**src/rtl/qpl_mb_allocator.sv**
```systemverilog
// Multi-block QPL line allocator: ceiling byte-to-line conversion, first-fit block pick, registered reply.
// Optional macro QPL_MB_ALLOC_RR_EN switches block selection to round-robin.
module qpl_mb_allocator #(
  parameter int LINE_S  = 256,
  parameter int BLOCK_D = 512,
  parameter int BLOCKS  = 4,
  parameter int UDATA_W = 8,
  localparam int LINE_W  = $clog2(LINE_S),
  localparam int BLOCK_W = $clog2(BLOCK_D),
  localparam int BID_W   = (BLOCKS > 1) ? $clog2(BLOCKS) : 1,
  localparam int SIZE_W  = $clog2(BLOCK_D * LINE_S) + 1,
  localparam int CNT_W   = BLOCK_W + 1,
  localparam int REQ_W   = UDATA_W + SIZE_W,
  localparam int REP_W   = UDATA_W + 1 + BID_W + CNT_W + BLOCK_W
) (
  input  logic                      i_clk,
  input  logic                      i_rst_n,
  input  logic                      i_req_alloc_vld,
  input  logic [REQ_W-1:0]          i_req_alloc_data,
  output logic                      o_req_alloc_rdy,
  output logic                      o_rep_alloc_vld,
  output logic [REP_W-1:0]          o_rep_alloc_data,
  input  logic                      i_rep_alloc_rdy,
  input  logic [BLOCKS-1:0]         i_dealloc_vld,
  input  logic [BLOCKS*CNT_W-1:0]   i_dealloc_lines,
  output logic [BLOCKS*CNT_W-1:0]   o_avail,
  output logic [BLOCKS-1:0]         o_full,
  output logic                      o_err
);

  logic [CNT_W-1:0]   avail_q [BLOCKS];
  logic [CNT_W-1:0]   avail_d [BLOCKS];
  logic [CNT_W-1:0]   dl_lines_s [BLOCKS];
  logic [BLOCKS-1:0]  full_q, full_d;
  logic               err_q, err_d;
  logic               rep_vld_q, rep_vld_d;
  logic [REP_W-1:0]   rep_data_q, rep_data_d;

  logic [UDATA_W-1:0] req_udata_s;
  logic [SIZE_W-1:0]  req_size_s;
  logic [CNT_W:0]     lines_wide_s;
  logic               accept_s;
  logic               found_s;
  logic               fail_s;
  logic               alloc_ok_s;
  logic [BID_W-1:0]   sel_s;
  logic [BID_W-1:0]   idx_s;
  logic [CNT_W-1:0]   used_s;
  logic [CNT_W:0]     sum_s;

`ifdef QPL_MB_ALLOC_RR_EN
  logic [BID_W-1:0]   rr_q, rr_d;
  logic [BID_W:0]     rr_sum_s;
`endif

  assign req_udata_s  = i_req_alloc_data[REQ_W-1:SIZE_W];
  assign req_size_s   = i_req_alloc_data[SIZE_W-1:0];
  // Extra top bit keeps the largest size's ceiling from wrapping to zero.
  assign lines_wide_s = {1'b0, req_size_s[SIZE_W-1:LINE_W]}
                      + {{CNT_W{1'b0}}, (|req_size_s[LINE_W-1:0])};

  assign o_req_alloc_rdy = i_rst_n && (!rep_vld_q || i_rep_alloc_rdy);
  assign accept_s        = i_req_alloc_vld && o_req_alloc_rdy;

  always_comb begin
    found_s = 1'b0;
    sel_s   = '0;
    idx_s   = '0;
`ifdef QPL_MB_ALLOC_RR_EN
    rr_sum_s = '0;
`endif
    for (int i = 0; i < BLOCKS; i++) begin
`ifdef QPL_MB_ALLOC_RR_EN
      rr_sum_s = {1'b0, rr_q} + (BID_W+1)'(i);
      if (rr_sum_s >= (BID_W+1)'(BLOCKS)) begin
        rr_sum_s = rr_sum_s - (BID_W+1)'(BLOCKS);
      end else begin
        rr_sum_s = rr_sum_s;
      end
      idx_s = rr_sum_s[BID_W-1:0];
`else
      idx_s = BID_W'(i);
`endif
      if (!found_s && ({1'b0, avail_q[idx_s]} >= lines_wide_s)) begin
        found_s = 1'b1;
        sel_s   = idx_s;
      end else begin
        found_s = found_s;
      end
    end
  end

  assign fail_s     = (lines_wide_s == '0) || (lines_wide_s > (CNT_W+1)'(BLOCK_D)) || !found_s;
  assign alloc_ok_s = accept_s && !fail_s;
  assign used_s     = CNT_W'(BLOCK_D) - avail_q[sel_s];

  always_comb begin
    for (int b = 0; b < BLOCKS; b++) begin
      dl_lines_s[b]         = i_dealloc_lines[b*CNT_W +: CNT_W];
      o_avail[b*CNT_W +: CNT_W] = avail_q[b];
    end
  end

  // Net per-block update: allocation and deallocation in the same cycle both apply.
  always_comb begin
    err_d  = err_q;
    full_d = '0;
    sum_s  = '0;
    for (int b = 0; b < BLOCKS; b++) begin
      sum_s = {1'b0, avail_q[b]};
      if (alloc_ok_s && (sel_s == BID_W'(b))) begin
        sum_s = sum_s - lines_wide_s;
      end else begin
        sum_s = sum_s;
      end
      if (i_dealloc_vld[b]) begin
        sum_s = sum_s + {1'b0, dl_lines_s[b]};
      end else begin
        sum_s = sum_s;
      end
      if (sum_s > (CNT_W+1)'(BLOCK_D)) begin
        avail_d[b] = CNT_W'(BLOCK_D);
        err_d      = 1'b1;
      end else begin
        avail_d[b] = sum_s[CNT_W-1:0];
      end
      full_d[b] = (avail_d[b] == '0);
    end
  end

  always_comb begin
    rep_vld_d  = rep_vld_q && !i_rep_alloc_rdy;
    rep_data_d = rep_data_q;
    if (accept_s) begin
      rep_vld_d = 1'b1;
      if (fail_s) begin
        rep_data_d = {req_udata_s, 1'b1, {BID_W{1'b0}}, lines_wide_s[CNT_W-1:0], {BLOCK_W{1'b0}}};
      end else begin
        rep_data_d = {req_udata_s, 1'b0, sel_s, lines_wide_s[CNT_W-1:0], used_s[BLOCK_W-1:0]};
      end
    end else begin
      rep_data_d = rep_data_q;
    end
  end

`ifdef QPL_MB_ALLOC_RR_EN
  always_comb begin
    rr_d = rr_q;
    if (alloc_ok_s) begin
      if (sel_s == BID_W'(BLOCKS - 1)) begin
        rr_d = '0;
      end else begin
        rr_d = sel_s + BID_W'(1);
      end
    end else begin
      rr_d = rr_q;
    end
  end

  always_ff @(posedge i_clk) begin
    if (!i_rst_n) begin
      rr_q <= '0;
    end else begin
      rr_q <= rr_d;
    end
  end
`endif

  always_ff @(posedge i_clk) begin
    if (!i_rst_n) begin
      for (int b = 0; b < BLOCKS; b++) begin
        avail_q[b] <= CNT_W'(BLOCK_D);
      end
      full_q     <= '0;
      err_q      <= 1'b0;
      rep_vld_q  <= 1'b0;
      rep_data_q <= '0;
    end else begin
      for (int b = 0; b < BLOCKS; b++) begin
        avail_q[b] <= avail_d[b];
      end
      full_q     <= full_d;
      err_q      <= err_d;
      rep_vld_q  <= rep_vld_d;
      rep_data_q <= rep_data_d;
    end
  end

  assign o_full           = full_q;
  assign o_err            = err_q;
  assign o_rep_alloc_vld  = rep_vld_q;
  assign o_rep_alloc_data = rep_data_q;

endmodule
```
**config.mk**
```make
export PLATFORM = sky130hd
export DESIGN_NAME = qpl_mb_allocator
export DESIGN_NICKNAME = d
export VERILOG_FILES = /design/src/rtl/qpl_mb_allocator.sv
export SDC_FILE = /design/constraint.sdc
export NUM_CORES = 1
export LEC_CHECK = 0
export CELL_PAD_IN_SITES_DETAIL_PLACEMENT = 2
export CELL_PAD_IN_SITES_GLOBAL_PLACEMENT = 2
export CORE_ASPECT_RATIO = 1.1
export CORE_UTILIZATION = 34
export DETAILED_ROUTE_END_ITERATION = 6
export HOLD_SLACK_MARGIN = 0.05
export PLACE_DENSITY = 0.93
export SLEW_MARGIN = 5
export SYNTH_ARGS = -nofsm -noshare
export SYNTH_HDL_FRONTEND = slang
export SYNTH_SLANG_ARGS = --single-unit
```
**constraint.sdc**
```tcl
create_clock -name i_clk -period 12.9 [get_ports i_clk]
set_clock_uncertainty 0.1 [all_clocks]
set_input_delay 2.58 -clock i_clk [delete_from_list [all_inputs] [get_ports i_clk]]
set_output_delay 2.58 -clock i_clk [all_outputs]
set_load 0.01 [all_outputs]
```
==> results of run 1 <==
==> state kept, by name (all words and copies together) (netlist names) <==
register / flops
o_full: 4
o_rep_alloc_data: 30
o_rep_alloc_vld: 1
o_err: 1
avail_q: 40
==> layout make-up <==
class,count,area [µm²],share of cell area
Sequential cell,76,1520,0.143
Timing Repair Buffer,158,1560,0.147
Tap cell,310,388,0.0364
Clock inverter,6,72.6,0.00681
Inverter,46,173,0.0162
Clock buffer,10,229,0.0215
Multi-Input combinational cell,940,6700,0.630
==> per-stage QoR <==
| stage | setup WS, ns | area, µm² | hold WS [ns] | power [mW] |
|---|---|---|---|---|
| floorplan | 3.89 | 8660 | 0.372 | 0.603 |
| global placement | 1.82 | 10300 | 0.341 | 0.753 |
| detailed placement | 1.47 | 10300 | 0.353 | 0.785 |
| CTS | 1.68 | 10600 | 0.361 | 1.07 |
| global route | 1.04 | 10600 | 0.385 | 1.12 |
| finish | 1.46 | 10600 | 0.352 | 1.07 |
==> kinds of logic (layout without fill, tap and decap cells) <==
| family | count (synthesis) | after routing | synth area share |
|---|---|---|---|
| AO/OA/AOI/OAI | 285 | 285 | 0.230 |
| XOR/XNOR | 81 | 81 | 0.0845 |
| adder cells (fa/ha/maj) | 97 | 97 | 0.144 |
| buffers and inverters | 97 | 220 | 0.0503 |
| flip-flops | 76 | 76 | 0.176 |
| multiplexers | 44 | 44 | 0.0540 |
| AND/OR/NAND/NOR | 433 | 433 | 0.262 |
==> where the power goes <==
| group | switching (mW) | internal [mW] | total [mW] |
|---|---|---|---|
| clock network | 0.121 | 0.152 | 0.273 |
| registers | 0.0333 | 0.253 | 0.287 |
| logic | 0.301 | 0.213 | 0.514 |
| total | 0.456 | 0.618 | 1.07 |
==> worst register-to-register path: cells and delay by family (launching register included) <==
family | cells | cell delay (ns)
adder cells (fa/ha/maj) | 3 | 1.01
buffers and inverters | 1 | 0.06
AO/OA/AOI/OAI | 12 | 2.84
flip-flops | 1 | 0.44
AND/OR/NAND/NOR | 6 | 2.36
XOR/XNOR | 1 | 0.49
==> final timing paths <==
check,from,to,slack (ns)
setup / recovery,i_req_alloc_data[3],o_err,1.46
hold / removal,o_rep_alloc_data[28],o_rep_alloc_data[28],0.35
setup reg to reg,avail_q[3][1],o_err,5.45
hold reg to reg,o_rep_alloc_data[28],o_rep_alloc_data[28],0.35
==> cells in the mapped netlist, drive strengths merged (10+ instances only) <==
| cell | count |
|---|---|
| a211oi | 24 |
| a21o | 22 |
| a21oi | 52 |
| a31oi | 11 |
| and2 | 10 |
| and3 | 13 |
| buf | 23 |
| clkbuf | 28 |
| dfxtp | 76 |
| ha | 78 |
| inv | 45 |
| maj3 | 11 |
| mux2 | 12 |
| mux2i | 32 |
| nand2 | 105 |
| nand2b | 15 |
| nand3 | 43 |
| nand4 | 12 |
| nor2 | 105 |
| nor2b | 13 |
| nor3 | 40 |
| nor4 | 20 |
| o21a | 13 |
| o21ai | 69 |
| xnor2 | 51 |
| xor2 | 29 |
==> routing by layer <==
layer	vias to the layer above	GRT usage	wire length, µm
met3	120	0.0352	1840
met2	376	0.525	19000
met4	0	0.161	1940
met5	-	0	0
li1	4345	-	-
met1	4776	0.347	16000
==> results.md, run 1 <==
- Final hold viol count: 0
- CP top delay family: simple AND/OR/NAND/NOR gates
- Max frequency: approximately 87 MHz
- CTS Buf Count: 9
- CTS Buffer Depth: 2
- Vias per cell: 6.22
- Instance count on the critical path: 29
- Pleak: between 4 and 5 nW
- Worst-Margin Slew: 1.13 ns
- Drt first pass iters: 5
- Async SR Flop Fraction: 0
- TNS Setup: 0 ns
- Worst-skew pair later-pin latency: around 0.37 ns
- Proportion of layout cells with a drive suffix above 1: 0.0583
- DP Cell Count: 1530
- CTS-repair resized insts: 0
- Crit path DAT: 11.55 ns
- Pin count of the biggest net entering global routing: 35
- Area delta synth->final: 23.0%
- GRT Overall Usage: 0.296
- I/O pins: 151
- # DRC: 0
- Die width: about 150 µm
- NumNets Final: about 1400
- Chip height: around 170 µm
- Initial DRC count: 581
- Data required, critical path: 13.01 ns
- Core ar.: about 25000 µm²
- Avg Cell Area, Syn: 7.78 µm²
- Yosys warns: 0
- Initial core utilization: 0.351
- Initial antenna violation count: 0
- Slew HR: 0.239
- Gp weighted congestion: ~0.91
- Drt wl/cell: around 25 µm
- Postcts setup bufs: 0
- Global-route wire length before repair: roughly 60 mm
- Outcome: finished clean
- CTS tree: yes
- Worst vdd ir: 0.0000503 V
- Worst Path Max Fanout: 14
- RSZ-0062 raised after global routing: no
- Root buffer selected by CTS: clkbuf_16
- Hpwl dp: 29.7 mm
- Area leader, netlist: dfxtp_1
- Fin cells: 1546
- Site Rows: 60
- Diodes inserted: 0
- Vias in the first global route: between 10000 and 15000
- Post-route antenna net violation count: 0
- Sequential fraction of the synthesis area: 0.176
- Clock period minus worst slack: 11.44 ns
- Largest stage delay, worst path: about 0.79 ns
- Syn Nets: 1273
- Crit Path Class: primary input to flop
- CP Capture Type: flop
- Total of max-cap violations: 0
- Number of flops mapped to enable cells by yosys: 0
- CP startpoint kind: primary input
- Core Util, Final: 0.431
- Period utilization: 0.887
- DIE AREA: between 20000 and 30000 µm²
- Total congestion overflow: 0
- Hold Path Class: flop to flop
- Mapped Cells: 1113
- # hold bufs at CTS: 0
- I/O Buffers: 150
- Synth top area share: 0.176
- Yosys cell types: 100
- Synth Flop Type: dfxtp_1
- # clock sinks: 76
- Most common cell after layout, fill and taps aside: clkdlybuf4s50_1
- Vias: 9617
- Hold path cells: 2
- H-tree levels: 3
- R2r worst-path depth: 23
- Yosys reg bits: 76
- Register clock-pin slew on the reported worst setup and hold paths: approximately 0.080 ns
- Mapped Area: 8660 µm²
- Pwr/cell area: ~100 nW/µm²
- Fill count: 2787
- Worst Path Buf+Inv: 2
- Final-report max-slew violation count: 0
- Routed WL: 38.7 mm
- Crit path max-delay cell type: xor2_1
- Synth area leaders: dfxtp_1 18%, ha_1 11%, xnor2_1 5.1%
- Leading cell types in the layout, fill and taps excluded: 150 x clkdlybuf4s50_1, 104 x nand2_1, 103 x nor2_1, 78 x ha_1, 76 x dfxtp_1
- # setup viols final: 0
Power figures use the tool's default switching activity.
==> inputs of run 2 (changes only) <==
==> constraint.sdc (replaced) <==
create_clock -name i_clk -period 12.9 [get_ports i_clk]
set_clock_uncertainty 0.1 [all_clocks]
set_input_delay 2.58 -clock i_clk [delete_from_list [all_inputs] [get_ports i_clk]]
set_output_delay 2.58 -clock i_clk [all_outputs]
set_load 0.02 [all_outputs]
==> results of run 2 <==
Same layout as run 1 (identical final DEF). Status: finished clean.
Among the figures that moved: total power 1.07 mW -> 1.09 mW; worst IR drop on VDD 0.0000503 V -> 0.0000504 V
